[src/rtl/output_limiter_railed_pkg.sv]
// Shared types for the servo output limiter: FSM state encoding and railed-bit positions.
package output_limiter_railed_pkg;

  typedef enum logic [2:0] {
    StOff,
    StTrack,
    StSlew,
    StRailLo,
    StRailHi
  } state_e;

  localparam int unsigned RAILED_LO = 0;
  localparam int unsigned RAILED_HI = 1;

endpackage

[src/rtl/output_limiter_railed_rail_clamp.sv]
// Clamp-and-compare stage: clamps a signed sample to [min, max], flags rail contact
// and an inverted-rail configuration, and registers everything for the next stage.
module rail_clamp #(
  parameter int unsigned SignalSize = 16
) (
  input  logic                         clk_i,
  input  logic                         rst_ni,
  input  logic signed [SignalSize-1:0] signal_i,
  input  logic signed [SignalSize-1:0] min_i,
  input  logic signed [SignalSize-1:0] max_i,
  output logic signed [SignalSize-1:0] target_o,
  output logic signed [SignalSize-1:0] min_o,
  output logic signed [SignalSize-1:0] max_o,
  output logic                         at_lo_o,
  output logic                         at_hi_o,
  output logic                         cfg_err_o
);

  logic signed [SignalSize-1:0] target_d;
  logic                         at_lo_d, at_hi_d, cfg_err_d;

  always_comb begin
    cfg_err_d = (min_i > max_i);
    target_d  = signal_i;
    at_lo_d   = 1'b0;
    at_hi_d   = 1'b0;
    if (cfg_err_d) begin
      // Inverted rails: park on the low rail and report no rail contact.
      target_d = min_i;
    end else begin
      at_lo_d = (signal_i <= min_i);
      at_hi_d = (signal_i >= max_i);
      if (at_lo_d) begin
        target_d = min_i;
      end else if (at_hi_d) begin
        target_d = max_i;
      end
    end
  end

  always_ff @(posedge clk_i or negedge rst_ni) begin
    if (!rst_ni) begin
      target_o  <= '0;
      min_o     <= '0;
      max_o     <= '0;
      at_lo_o   <= 1'b0;
      at_hi_o   <= 1'b0;
      cfg_err_o <= 1'b0;
    end else begin
      target_o  <= target_d;
      min_o     <= min_i;
      max_o     <= max_i;
      at_lo_o   <= at_lo_d;
      at_hi_o   <= at_hi_d;
      cfg_err_o <= cfg_err_d;
    end
  end

endmodule

[src/rtl/output_limiter_railed.sv]
// DAC-side output stage for the IIR servo: rail clamp, per-clock slew limit and
// hysteretic railed flags feeding the filter's anti-windup logic.
module output_limiter_railed
  import output_limiter_railed_pkg::*;
#(
  parameter int unsigned SIGNAL_SIZE    = 16,
  parameter int unsigned SLEW_SIZE      = 16,
  parameter int unsigned RELEASE_CYCLES = 8,
  parameter int unsigned COUNT_SIZE     = 32
) (
  input  logic                          clk_in,
  input  logic                          rst_n_in,
  input  logic                          on_in,
  input  logic signed [SIGNAL_SIZE-1:0] signal_in,
  input  logic signed [SIGNAL_SIZE-1:0] min_in,
  input  logic signed [SIGNAL_SIZE-1:0] max_in,
  input  logic        [SLEW_SIZE-1:0]   slew_in,
  output logic signed [SIGNAL_SIZE-1:0] signal_out,
  output logic        [1:0]             railed_out,
  output logic        [COUNT_SIZE-1:0]  rail_count_out,
  output logic                          cfg_err_out
);

  localparam int unsigned DiffW = SIGNAL_SIZE + 1;
  localparam int unsigned CmpW  = (DiffW > SLEW_SIZE) ? DiffW : SLEW_SIZE;
  localparam int unsigned RelW  = $clog2(RELEASE_CYCLES) + 1;

  logic signed [SIGNAL_SIZE-1:0] target_q, min_q, max_q;
  logic                          at_lo_q, at_hi_q, cfg_err_s1;
  logic        [SLEW_SIZE-1:0]   slew_q;

  state_e                        state_q, state_d, base_state;
  logic signed [SIGNAL_SIZE-1:0] sig_q, sig_d, sig_next, stepped;
  logic        [RelW-1:0]        rel_q, rel_d;
  logic        [COUNT_SIZE-1:0]  count_q, count_d;
  logic                          cfg_err_q, cfg_err_d;

  logic signed [DiffW-1:0]       diff;
  logic        [DiffW-1:0]       abs_diff;
  logic        [SIGNAL_SIZE-1:0] step;
  logic                          slew_active, lo_hit, hi_hit, release_now;

  rail_clamp #(
    .SignalSize(SIGNAL_SIZE)
  ) u_rail_clamp (
    .clk_i    (clk_in),
    .rst_ni   (rst_n_in),
    .signal_i (signal_in),
    .min_i    (min_in),
    .max_i    (max_in),
    .target_o (target_q),
    .min_o    (min_q),
    .max_o    (max_q),
    .at_lo_o  (at_lo_q),
    .at_hi_o  (at_hi_q),
    .cfg_err_o(cfg_err_s1)
  );

  // Slew datapath; the step only applies when |diff| > slew, so slew fits SIGNAL_SIZE bits.
  always_comb begin
    diff        = {target_q[SIGNAL_SIZE-1], target_q} - {sig_q[SIGNAL_SIZE-1], sig_q};
    abs_diff    = diff[DiffW-1] ? $unsigned(-diff) : $unsigned(diff);
    slew_active = (slew_q != '0) && (CmpW'(abs_diff) > CmpW'(slew_q));
    step        = SIGNAL_SIZE'(slew_q);
    stepped     = diff[DiffW-1] ? (sig_q - step) : (sig_q + step);
    sig_next    = slew_active ? stepped : target_q;
    base_state  = slew_active ? StSlew : StTrack;
    lo_hit      = at_lo_q && (sig_next == min_q);
    hi_hit      = at_hi_q && (sig_next == max_q);
    release_now = (rel_q == RelW'(RELEASE_CYCLES - 1));
  end

  always_comb begin
    state_d   = state_q;
    sig_d     = sig_q;
    rel_d     = rel_q;
    count_d   = count_q;
    cfg_err_d = cfg_err_q;
    if (!on_in) begin
      state_d   = StOff;
      sig_d     = '0;
      rel_d     = '0;
      count_d   = '0;
      cfg_err_d = 1'b0;
    end else begin
      unique case (state_q)
        StOff: begin
          // Outputs stay zero on the enabling edge; the first real sample follows.
          state_d   = StTrack;
          sig_d     = '0;
          rel_d     = '0;
          count_d   = '0;
          cfg_err_d = 1'b0;
        end
        StTrack, StSlew: begin
          rel_d = '0;
          if (lo_hit) begin
            state_d = StRailLo;
          end else if (hi_hit) begin
            state_d = StRailHi;
          end else begin
            state_d = base_state;
          end
        end
        StRailLo: begin
          if (hi_hit) begin
            state_d = StRailHi;
            rel_d   = '0;
          end else if (at_lo_q) begin
            rel_d = '0;
          end else if (release_now) begin
            state_d = base_state;
            rel_d   = '0;
          end else begin
            rel_d = rel_q + RelW'(1);
          end
        end
        StRailHi: begin
          if (lo_hit) begin
            state_d = StRailLo;
            rel_d   = '0;
          end else if (at_hi_q) begin
            rel_d = '0;
          end else if (release_now) begin
            state_d = base_state;
            rel_d   = '0;
          end else begin
            rel_d = rel_q + RelW'(1);
          end
        end
        default: state_d = StOff;
      endcase
      if (state_q != StOff) begin
        sig_d     = sig_next;
        cfg_err_d = cfg_err_s1;
      end
      // Count tracks the flag as shown after this edge.
      if ((state_d == StRailLo || state_d == StRailHi) && (count_q != '1)) begin
        count_d = count_q + COUNT_SIZE'(1);
      end
    end
  end

  always_ff @(posedge clk_in or negedge rst_n_in) begin
    if (!rst_n_in) begin
      state_q   <= StOff;
      sig_q     <= '0;
      rel_q     <= '0;
      count_q   <= '0;
      cfg_err_q <= 1'b0;
      slew_q    <= '0;
    end else begin
      state_q   <= state_d;
      sig_q     <= sig_d;
      rel_q     <= rel_d;
      count_q   <= count_d;
      cfg_err_q <= cfg_err_d;
      slew_q    <= slew_in;
    end
  end

  always_comb begin
    railed_out            = '0;
    railed_out[RAILED_LO] = (state_q == StRailLo);
    railed_out[RAILED_HI] = (state_q == StRailHi);
  end

  assign signal_out     = sig_q;
  assign rail_count_out = count_q;
  assign cfg_err_out    = cfg_err_q;

endmodule
[config.mk]
export PLATFORM = sky130hd
export DESIGN_NAME = output_limiter_railed
export DESIGN_NICKNAME = d
export VERILOG_FILES = /design/src/rtl/output_limiter_railed_pkg.sv /design/src/rtl/output_limiter_railed_rail_clamp.sv /design/src/rtl/output_limiter_railed.sv
export SDC_FILE = /design/constraint.sdc
export NUM_CORES = 1
export LEC_CHECK = 0
export BUFFER_PORTS_ARGS = -buffer_cell sky130_fd_sc_hd__buf_4
export CAP_MARGIN = 20
export CORE_UTILIZATION = 50
export CTS_CLUSTER_SIZE = 10
export DETAILED_ROUTE_END_ITERATION = 12
export HOLD_SLACK_MARGIN = 0.05
export PLACE_DENSITY = 0.84
export SYNTH_ARGS = -nofsm -noshare
export SYNTH_HDL_FRONTEND = slang
export SYNTH_SLANG_ARGS = --single-unit
[constraint.sdc]
create_clock -name clk_in -period 6.8 [get_ports clk_in]
set_input_delay 0.68 -clock clk_in [delete_from_list [all_inputs] [get_ports clk_in]]
set_output_delay 0.68 -clock clk_in [all_outputs]
set_load 0.02 [all_outputs]
==> flow_summary.json, run 1 <==
{
  "vias_per_cell": 6.01,
  "drt-pass1-iter-count": 5,
  "worst_path_largest_cell_delay_ns": 0.42,
  "timing.final.crit_share_pct": 95.9,
  "p_leak_nw": 5.94,
  "finalMaxSlewViolations": 0,
  "cp_data_arrival_time_ns": 6.82,
  "syn_inst": 1179,
  "finalSetupViolations": 0,
  "yosysTopAreaCell": "dfrtp_1",
  "cap_violations": 0,
  "yosysTopAreaCellShare_pct": 29.8,
  "die_y_um": 146,
  "layout-drive-gt1-share_pct": 18.0,
  "hold_start": "slew_in[5]",
  "ys_ff_latch": 123,
  "cts-hold-fix-buffers": 0,
  "io_pins": 118,
  "crit_fanout": 19,
  "cts_max_level": 4,
  "areaGrowthSynthToFinish_pct": 20.9,
  "synth.area.top_cells": "dfrtp_1, ha_1, xnor2_1, inv_1, mux2i_1",
  "power.switching_mw": 3.12,
  "finish.net_count": 1493,
  "pre_cts_slack_ns": 0.0548,
  "core-area_mm2": 0.0202,
  "clock_latency_ns": 0.42,
  "hold_viol_final": 0,
  "synth-edff-count": 0,
  "routed_wl_um": 29400,
  "hold_class": "input pin to register",
  "cts.sinks": 123,
  "gp_congestion": 0.940,
  "async_reset_ff_share_pct": 100,
  "crit_path_top_delay_cell": "fa_1",
  "start_util_pct": 51.0,
  "rrSetupSlack_ns": 0.28,
  "die_area_mm2": 0.0212,
  "cts-root-buf": "clkbuf_16",
  "critPathKind": "register to register",
  "ant_nets": 0,
  "skew_ns": 0.00976,
  "yosysWarningCount": 0,
  "cts-buffers-inserted": 17,
  "hpwl_um": 22900,
  "powerDensity_mw_per_mm2": 517,
  "worst_setup_path_end_kind": "register",
  "fin_crit_ns": 6.52,
  "status": "finished, final reports clean",
  "antenna_found_initial": 0,
  "worst_pin_slew_ns": 0.985,
  "grt_pass1_wl_um": 47500,
  "seq_area_frac_synth_pct": 29.8,
  "whs_endpoint": "slew_q[5]",
  "grt_start_max_net_pins": 71,
  "whs_path_depth": 1,
  "irDropWorstVdd_v": 0.000246,
  "r2r-start": "u_rail_clamp.target_o[0]",
  "reg2reg_depth": 26,
  "reg2reg_to": "rail_count_out[18]",
  "fillCellCount": 1694,
  "layout_setup_ws_ns": 0.276,
  "die_width_um": 146,
  "n_antenna_cell": 0,
  "internal_power_mw": 3.32,
  "cts_tree": "done",
  "drt_iter0_drc": 779,
  "wl_per_cell_um": 18.3,
  "start_kind": "register",
  "path_clk_slew_ns": 0.06,
  "pwr-share-seq_pct": 14.3,
  "finalNonFillerCells": 1607,
  "synth_flop_cell": "dfrtp_1",
  "pwr-share-comb_pct": 71.3,
  "swShare_pct": 48.4,
  "num_rows": 52,
  "grtUsageTotal_pct": 27.9,
  "cts_buffer_depth": 2,
  "design_power_total_mw": 6.45,
  "portBuffers": 117,
  "max_slew_margin_pct": 34.3,
  "dpl.cell_count": 1568,
  "syn_avg_cell_area_um2": 8.75,
  "syn-cell-area_mm2": 0.0103,
  "crit_required_ns": 7.10,
  "max_clock_freq_mhz": 153,
  "syn_nets": 1347,
  "overflow": 0,
  "drc_errors": 0,
  "clkPwrFrac_pct": 14.4,
  "vias": 9666,
  "grt_pass1_vias": 9402,
  "synth.distinct_cells": 87
}
area by class of cell:
| type | count | area, um2 | area share, % |
|---|---|---|---|
| Multi-Input combinational cell | 914 | 6770 | 54.2 |
| Sequential cell | 123 | 3080 | 24.7 |
| Timing Repair Buffer | 162 | 1290 | 10.4 |
| Clock buffer | 17 | 425 | 3.41 |
| Inverter | 107 | 402 | 3.22 |
| Tap cell | 270 | 338 | 2.71 |
| Clock inverter | 14 | 170 | 1.36 |
metal layers:
layer  vias to the layer above  GRT usage, %  part of all wire, %
met1                      4604          38.2                   44
met5                         -             0                    0
li1                       4597             -                    -
met4                         0          13.2                  3.7
met2                       386          44.3                   46
met3                        79          3.26                  5.9
per-stage QoR:
step | instance area, um2 | utilization (%) | hold WS (ns) | setup TNS [ns]
3_5_place_dp | 11700 | 57.6 | 0.452 | 0
3_3_place_gp | 11700 | 57.6 | 0.435 | 0
4_1_cts | 12300 | 60.6 | 0.355 | 0
6_report | 12500 | 61.6 | 0.371 | 0
2_1_floorplan | 10300 | - | 0.384 | 0
5_1_grt | 12500 | 61.6 | 0.362 | -0.262
critical path, delay by kind of cell (launching register included):
family                   cells  cell delay [ns]
AO/OA/AOI/OAI               11             2.55
flip-flops                   1             0.38
buffers and inverters        4             0.59
AND/OR/NAND/NOR              6             1.34
adder cells (fa/ha/maj)      4             1.43
XOR/XNOR                     1             0.10
worst max-delay path by stage:
stage	from	slack [ns]	cells after the start	end
after floorplan	signal_out[0]	0.24	26	rail_count_out[2]
after global placement	signal_out[1]	0.18	27	rail_count_out[4]
after detailed placement	u_rail_clamp.target_o[0]	0.05	28	rail_count_out[7]
after CTS	u_rail_clamp.target_o[0]	0.05	28	rail_count_out[4]
after global routing	u_rail_clamp.target_o[0]	-0.03	28	rail_count_out[27]
final	u_rail_clamp.target_o[0]	0.28	26	rail_count_out[18]
timing repair:
action	in CTS	in global routing
setup endpoints to repair	0	34
gates resized for setup	0	32
buffers inserted	0	6
sequential cells by signal, indices dropped and copies added, names as in the netlist:
register	cells
rel_q	4
state_q	3
rail_count_out	32
slew_q	16
u_rail_clamp.min_o	16
u_rail_clamp.target_o	16
u_rail_clamp.at_hi_o	1
signal_out	16
cfg_err_out	1
u_rail_clamp.max_o	16
u_rail_clamp.cfg_err_o	1
u_rail_clamp.at_lo_o	1
cell usage in the layout (no fill, tap or decap), types with 12 or more instances in the layout:
master	count
nor2_1	77
nor2b_1	19
a211oi_1	15
xor2_1	27
nor3_1	36
buf_4	155
xnor2_1	59
ha_1	97
and3_1	15
a221o_1	17
and2_1	12
nand2b_1	26
nand2_1	88
o21a_1	23
inv_1	106
clkbuf_16	18
mux2i_1	34
o21ai_0	43
nand4_1	19
a21o_1	29
a21oi_1	49
nand3_1	32
dfrtp_1	122
power groups by stage:
| stage | logic [mW] | clock network [mW] | registers, mW |
|---|---|---|---|
| final | 4.60 | 0.929 | 0.920 |
| after global routing | 4.99 | 0.976 | 0.926 |
| after CTS | 4.30 | 0.943 | 0.915 |
| after detailed placement | 4.27 | 0 | 0.927 |
| after global placement | 4.22 | 0 | 0.925 |
| after floorplan | 3.07 | 0 | 0.938 |
kinds of logic after synthesis:
kind of cell               count (synthesis)  synth area share, %
and+or+nand+nor                          385                 19.4
AOI/OAI and AO/OA                        303                 21.3
buffers and inverters                    142                 5.63
DFF                                      123                 29.8
adders and majority gates                102                 12.5
xor gates and xnor gates                  89                 7.96
muxes                                     35                 3.41
cell usage after synthesis (10+ instances only):
library cell  instances
o211ai_1             10
mux2i_1              34
nand2b_1             26
clkbuf_1             15
nor2b_1              20
a21oi_1              51
xnor2_1              59
xor2_1               27
inv_1               106
nand3_1              32
or3_1                12
o21ai_0              45
ha_1                 99
a21o_1               29
a211o_1              11
nor3_1               37
o21a_1               23
nor2_1               78
a211oi_1             16
nand4_1              19
and3_1               15
dfrtp_1             123
and2_1               13
nand2_1              89
a221o_1              17
Power figures use the tool's default switching activity.
==> inputs of run 2 (changes only) <==
Settings changed: ABC_AREA set to 1, PLACE_DENSITY 0.84 to 0.83.
==> run 2 against run 1 <==
Clock skew increased by 0.00091 ns. Critical endpoint is now rail_count_out[20]. Critical path depth increased by 12. First-iteration DRC count down 14%. Register-to-register slack improved by 0.30 ns. Final cell count is 17% higher. Area after synthesis is 2.7% higher. Largest cell class unchanged. Hold slack got worse by 0.018 ns. Sequential share of layout area grew 0.38 points. Critical path type unchanged. Die area up 2.7%. Cell area decreased by 1.6%. Setup slack gained 0.30 ns.
==> flow_summary.json, run 2 <==
{
  "die_y_um": 148,
  "max_slew_margin_pct": 43.8,
  "cts.sinks": 123,
  "syn-cell-area_mm2": 0.0106,
  "cts_tree": "done",
  "yosysTopAreaCellShare_pct": 29.1,
  "gp_congestion": 0.965,
  "die_area_mm2": 0.0218,
  "finish.net_count": 1767,
  "cp_data_arrival_time_ns": 6.58,
  "ant_nets": 0,
  "async_reset_ff_share_pct": 100,
  "core-area_mm2": 0.0205,
  "top_usage_layer": "met2",
  "die_width_um": 148,
  "path_clk_slew_ns": 0.06,
  "fillCellCount": 1845,
  "wl_per_cell_um": 15.6,
  "syn_avg_cell_area_um2": 7.13,
  "final-seq-area_mm2": 0.00308,
  "met2_usage_pct": 45.9,
  "cts-buffers-inserted": 17,
  "finalMaxSlewViolations": 0,
  "n_antenna_cell": 0,
  "synthTopCellsByCount": "nand2_1, inv_1, nor2_1",
  "grtUsageTotal_pct": 27.9,
  "start_util_pct": 51.7,
  "worst_setup_path_end_kind": "register",
  "finalSetupViolations": 0,
  "crit_path_top_delay_cell": "dfrtp_1",
  "vias": 10200,
  "cts_buffer_depth": 2,
  "vias_per_cell": 5.41,
  "hpwl_um": 22800,
  "post-route-util_pct": 59.9,
  "grt_pass1_vias": 9846,
  "drt-pass1-iter-count": 5,
  "mostFrequentLayoutCell": "nand2_1",
  "cap_violations": 0,
  "timing.hold.ws_ns": 0.353,
  "layout-drive-gt1-share_pct": 15.2,
  "grt_start_max_net_pins": 73,
  "status": "finished, final reports clean",
  "overflow": 0,
  "max_clock_freq_mhz": 161,
  "io_pins": 118,
  "grtUsageMet1_pct": 36.5,
  "portBuffers": 117,
  "num_rows": 52,
  "critPathKind": "register to register",
  "clock_latency_ns": 0.43,
  "multi_input_area_mm2": 0.00634,
  "synth.distinct_cells": 54,
  "grt_util_met3_pct": 3.86,
  "syn_inst": 1485,
  "skew_ns": 0.0107,
  "drt_iter0_drc": 671,
  "start_kind": "register",
  "synth_flop_cell": "dfrtp_1",
  "synth.most_common_cell": "nand2_1",
  "synth-edff-count": 0,
  "yosysWarningCount": 0,
  "crit_fanout": 26,
  "antenna_found_initial": 0,
  "worst_path_largest_cell_delay_ns": 0.40,
  "cts_max_level": 4,
  "yosysTopAreaCell": "dfrtp_1",
  "routed_wl_um": 29400,
  "ys_ff_latch": 123,
  "crit_required_ns": 7.16,
  "worst_path_most_repeated_cell": "nand2_1",
  "syn_nets": 1653,
  "fin_crit_ns": 6.23,
  "placed_area_mm2": 0.0117,
  "grt_pass1_wl_um": 48100,
  "cts-hold-fix-buffers": 0,
  "worst_pin_slew_ns": 0.843,
  "design_area_mm2": 0.0123,
  "layout_common_cells": "nand2_1, inv_1, nor2_1",
  "seq_area_frac_synth_pct": 29.1,
  "timing.final.crit_share_pct": 91.6,
  "cts-root-buf": "clkbuf_16",
  "hold_class": "input pin to asynchronous set/reset pin",
  "areaGrowthSynthToFinish_pct": 15.9,
  "hold_viol_final": 0,
  "drc_errors": 0,
  "synth.area.top_cells": "dfrtp_1, nand2_1, ha_1, inv_1, nor2_1",
  "largest_register_ffs": 32
}
-- run 2: cell count changes after synthesis, sizes merged, moves of 28 or more --
cell | before | now
nand2 | 89 | 388
mux2i | 34 | 0
nand4 | 19 | 58
nor2 | 79 | 134
inv | 107 | 266
a21o | 29 | 1
nand3 | 32 | 113
xnor2 | 59 | 16
-- run 2: cell families (layout without fill, tap and decap cells) --
family / after synthesis / in the layout / synth area share, %
AND/OR/NAND/NOR: 752 / 752 / 34.0
buffers and inverters: 297 / 424 / 11.4
AO/OA/AOI/OAI: 148 / 148 / 8.11
flip-flops: 123 / 123 / 29.1
adder cells (fa/ha/maj): 101 / 101 / 12.1
XOR/XNOR: 64 / 64 / 5.36
-- run 2: repair_timing --
action	CTS	global route
buffers inserted	0	3
resized for setup	0	3
setup endpoints to repair	0	32
-- run 2: layout make-up --
class                   count  area share, %
clock inverters            14           1.18
inverters                 267           8.19
flip-flops and latches    123           25.1
repair buffers            125           7.64
multi-input cells        1065           51.6
well taps                 270           2.75
clock buffers              18           3.58
-- run 2: per-layer routing --
| layer | routed length (um) | up-vias | part of all wire [%] |
|---|---|---|---|
| met5 | 0 | - | 0 |
| met4 | 1140 | 0 | 3.9 |
| met3 | 1490 | 76 | 5.1 |
| met2 | 13600 | 350 | 46 |
| met1 | 13200 | 4725 | 45 |
| li1 | - | 5028 | - |
-- run 2: final timing paths --
path | cells past startpoint | to | slack (ns) | from
min reg2reg | 2 | cfg_err_out | 0.48 | u_rail_clamp.cfg_err_o
min in group clk_in | 1 | slew_q[2] | 0.36 | slew_in[2]
min | 1 | slew_q[4] | 0.35 | rst_n_in
max | 38 | rail_count_out[20] | 0.57 | signal_out[0]
max in group asynchronous | 2 | state_q[1] | 5.19 | rst_n_in
max reg2reg | 38 | rail_count_out[20] | 0.57 | signal_out[0]
-- run 2: worst max-delay path: cells and delay by family (launching register included) --
family	cells	cell delay (ns)
buffers and inverters	3	0.45
AOI/OAI and AO/OA	1	0.19
xor gates and xnor gates	1	0.10
and+or+nand+nor	30	4.08
adders and majority gates	3	0.92
DFF	1	0.40
-- run 2: through the flow --
| stage | instances | setup slack, ns | TNS [ns] |
|---|---|---|---|
| after floorplan | 1485 | 1.62 | 0 |
| after global placement | 1847 | 0.685 | 0 |
| after detailed placement | 1847 | 0.450 | 0 |
| after CTS | 1879 | 0.400 | 0 |
| after global routing | 1882 | -0.00506 | -0.00506 |
| final | 1882 | 0.574 | 0 |
Power of run 2 is not shown: default switching activity piles up to over one toggle a cycle in this logic, so the estimate is an artifact.
==> inputs of run 3 (changes only) <==
Settings changed: PLACE_DENSITY 0.83 to 0.69, RECOVER_POWER set to 100.
==> run 3 against run 2 <==
The flow now finishes with violations (max-capacitance violations, max-slew violations). Clock skew increased by 0.0031 ns. Core utilization fell by 2.0 points. Final cell count up 0.11%. Critical path depth up 4. Highest routed layer unchanged. Cell area shrank 3.3%. Via count shrank 3.3%. Hold slack better by 0.022 ns. Maximum frequency increased by 1.9%. First-iteration DRC count shrank 18%. Setup slack better by 0.12 ns. Clock-buffer cell count decreased by 1. Sequential share of layout area grew 0.85 points.
==> flow_summary.json, run 3 (synthesized netlist as in run 2, its figures left out) <==
{
  "top_signal_layer_used": "met4",
  "cts_buffer_depth": 2,
  "routedLengthMet1_um": 14000,
  "worst_setup_path_end_kind": "register",
  "grtUsageTotal_pct": 27.4,
  "crit_required_ns": 7.16,
  "hold_start": "slew_in[3]",
  "die_area_mm2": 0.0218,
  "hold_class": "input pin to register",
  "vias": 9848,
  "met2_length_um": 13200,
  "cts-buffers-inserted": 17,
  "start_util_pct": 51.7,
  "start_kind": "register",
  "overflow": 0,
  "rsz0062_at_grt": "false",
  "die_y_um": 148,
  "clock_latency_ns": 0.43,
  "core-area_mm2": 0.0205,
  "critPathLaunch": "signal_out[0]",
  "layout_setup_ws_ns": 0.689,
  "cts-hold-fix-buffers": 0,
  "route.met3.wl_um": 1170,
  "layout_common_cells": "nand2_1, inv_1, nor2_1",
  "num_rows": 52,
  "cts.sinks": 123,
  "n_antenna_cell": 0,
  "worst_path_most_repeated_cell": "nand2_1",
  "timing.final.crit_share_pct": 89.9,
  "worst_pin_slew_ns": 3.53,
  "max_clock_freq_mhz": 164,
  "largest_register_ffs": 32,
  "finish.net_count": 1769,
  "cp_data_arrival_time_ns": 6.47,
  "hold_viol_final": 0,
  "areaGrowthSynthToFinish_pct": 12.1,
  "finalMaxSlewViolations": 64,
  "routed_wl_um": 29200,
  "grt_pass1_wl_um": 46500,
  "die_width_um": 148,
  "drt-pass1-iter-count": 5,
  "crit_fanout": 26,
  "dpl.cell_count": 1848,
  "wl_per_cell_um": 15.5,
  "gp_congestion": 0.957,
  "layout-drive-gt1-share_pct": 8.80,
  "fin_crit_ns": 6.11,
  "r2r-start": "signal_out[0]",
  "cts_tree": "done",
  "grt_pass1_vias": 9277,
  "pre_cts_slack_ns": 0.487,
  "crit_path_top_delay_cell": "fa_1",
  "portBuffers": 117,
  "fin_setup_tns_ns": 0,
  "violations": "max-capacitance violations, max-slew violations",
  "vias_per_cell": 5.23,
  "ant_nets": 0,
  "antenna_found_initial": 0,
  "status": "complete, but fails checks",
  "fillCellCount": 2037,
  "cts-root-buf": "clkbuf_16",
  "mostFrequentLayoutCell": "nand2_1",
  "drc_errors": 0,
  "grt_start_max_net_pins": 64,
  "drt_iter0_drc": 553,
  "finalNonFillerCells": 1884,
  "cts_max_level": 4,
  "finalSetupViolations": 0,
  "hpwl_um": 23100,
  "cap_violations": 1,
  "critPathKind": "register to register",
  "io_pins": 118,
  "skew_ns": 0.0137,
  "max_slew_margin_pct": -135,
  "worst_path_largest_cell_delay_ns": 0.44,
  "path_clk_slew_ns": 0.07
}
run 3: cell count changes in the layout (fill, tap and decap cells not counted), moves of 2 or more:
cell        before  now
nand2_2         14   12
inv_6            2    4
clkbuf_1         0   84
nand3_2         36   20
clkinv_2         3    1
buf_4          125   25
clkinvlp_4       8    3
clkbuf_4         0   16
clkinv_4         0    3
inv_8            0    4
nand2_1        366  370
nand3_1         77   93
run 3: what timing repair did:
| item | in CTS | in global routing |
|---|---|---|
| buffers inserted | 0 | 3 |
| gates resized for setup | 0 | 3 |
| endpoints found under the setup margin | 0 | 32 |
| endpoints found under the hold margin | 0 | 0 |
run 3: cell type report:
type | instances | area, um2 | share of cell area, %
clock buffers | 17 | 425 | 3.58
clock inverters | 15 | 156 | 1.32
inverters | 267 | 1010 | 8.47
multi-input cells | 1066 | 6250 | 52.6
flip-flops and latches | 123 | 3080 | 25.9
well taps | 270 | 338 | 2.84
repair buffers | 126 | 628 | 5.29
run 3: metrics by stage:
| step | utilization, % | hold slack, ns | cell area [um2] |
|---|---|---|---|
| after floorplan | - | 0.384 | 10600 |
| after global placement | 56.9 | 0.454 | 11700 |
| after detailed placement | 56.9 | 0.457 | 11700 |
| after CTS | 59.7 | 0.344 | 12200 |
| after global routing | 58.0 | 0.367 | 11900 |
| final | 58.0 | 0.375 | 11900 |
run 3: worst paths after layout:
| path | cells past startpoint | endpoint | slack (ns) |
|---|---|---|---|
| max | 42 | rail_count_out[22] | 0.69 |
| max reg2reg | 42 | rail_count_out[22] | 0.69 |
| min | 1 | slew_q[3] | 0.38 |
| min in group asynchronous | 1 | slew_q[4] | 1.44 |
| max in group asynchronous | 2 | u_rail_clamp.target_o[13] | 2.50 |
| min reg2reg | 2 | cfg_err_out | 0.47 |
run 3: critical path, delay by kind of cell (launching register included):
family	cells	cell delay, ns
AOI/OAI and AO/OA	1	0.16
xor gates and xnor gates	1	0.16
adders and majority gates	3	0.96
buffers and inverters	4	0.64
DFF	1	0.40
and+or+nand+nor	33	3.70
run 3: metal layers:
metal	up-vias	GRT usage (%)
met5	-	0
met4	0	10.4
met3	46	2.96
met2	248	44.4
met1	4531	37.6
li1	5023	-
Power of run 3 is left out for the same reason.
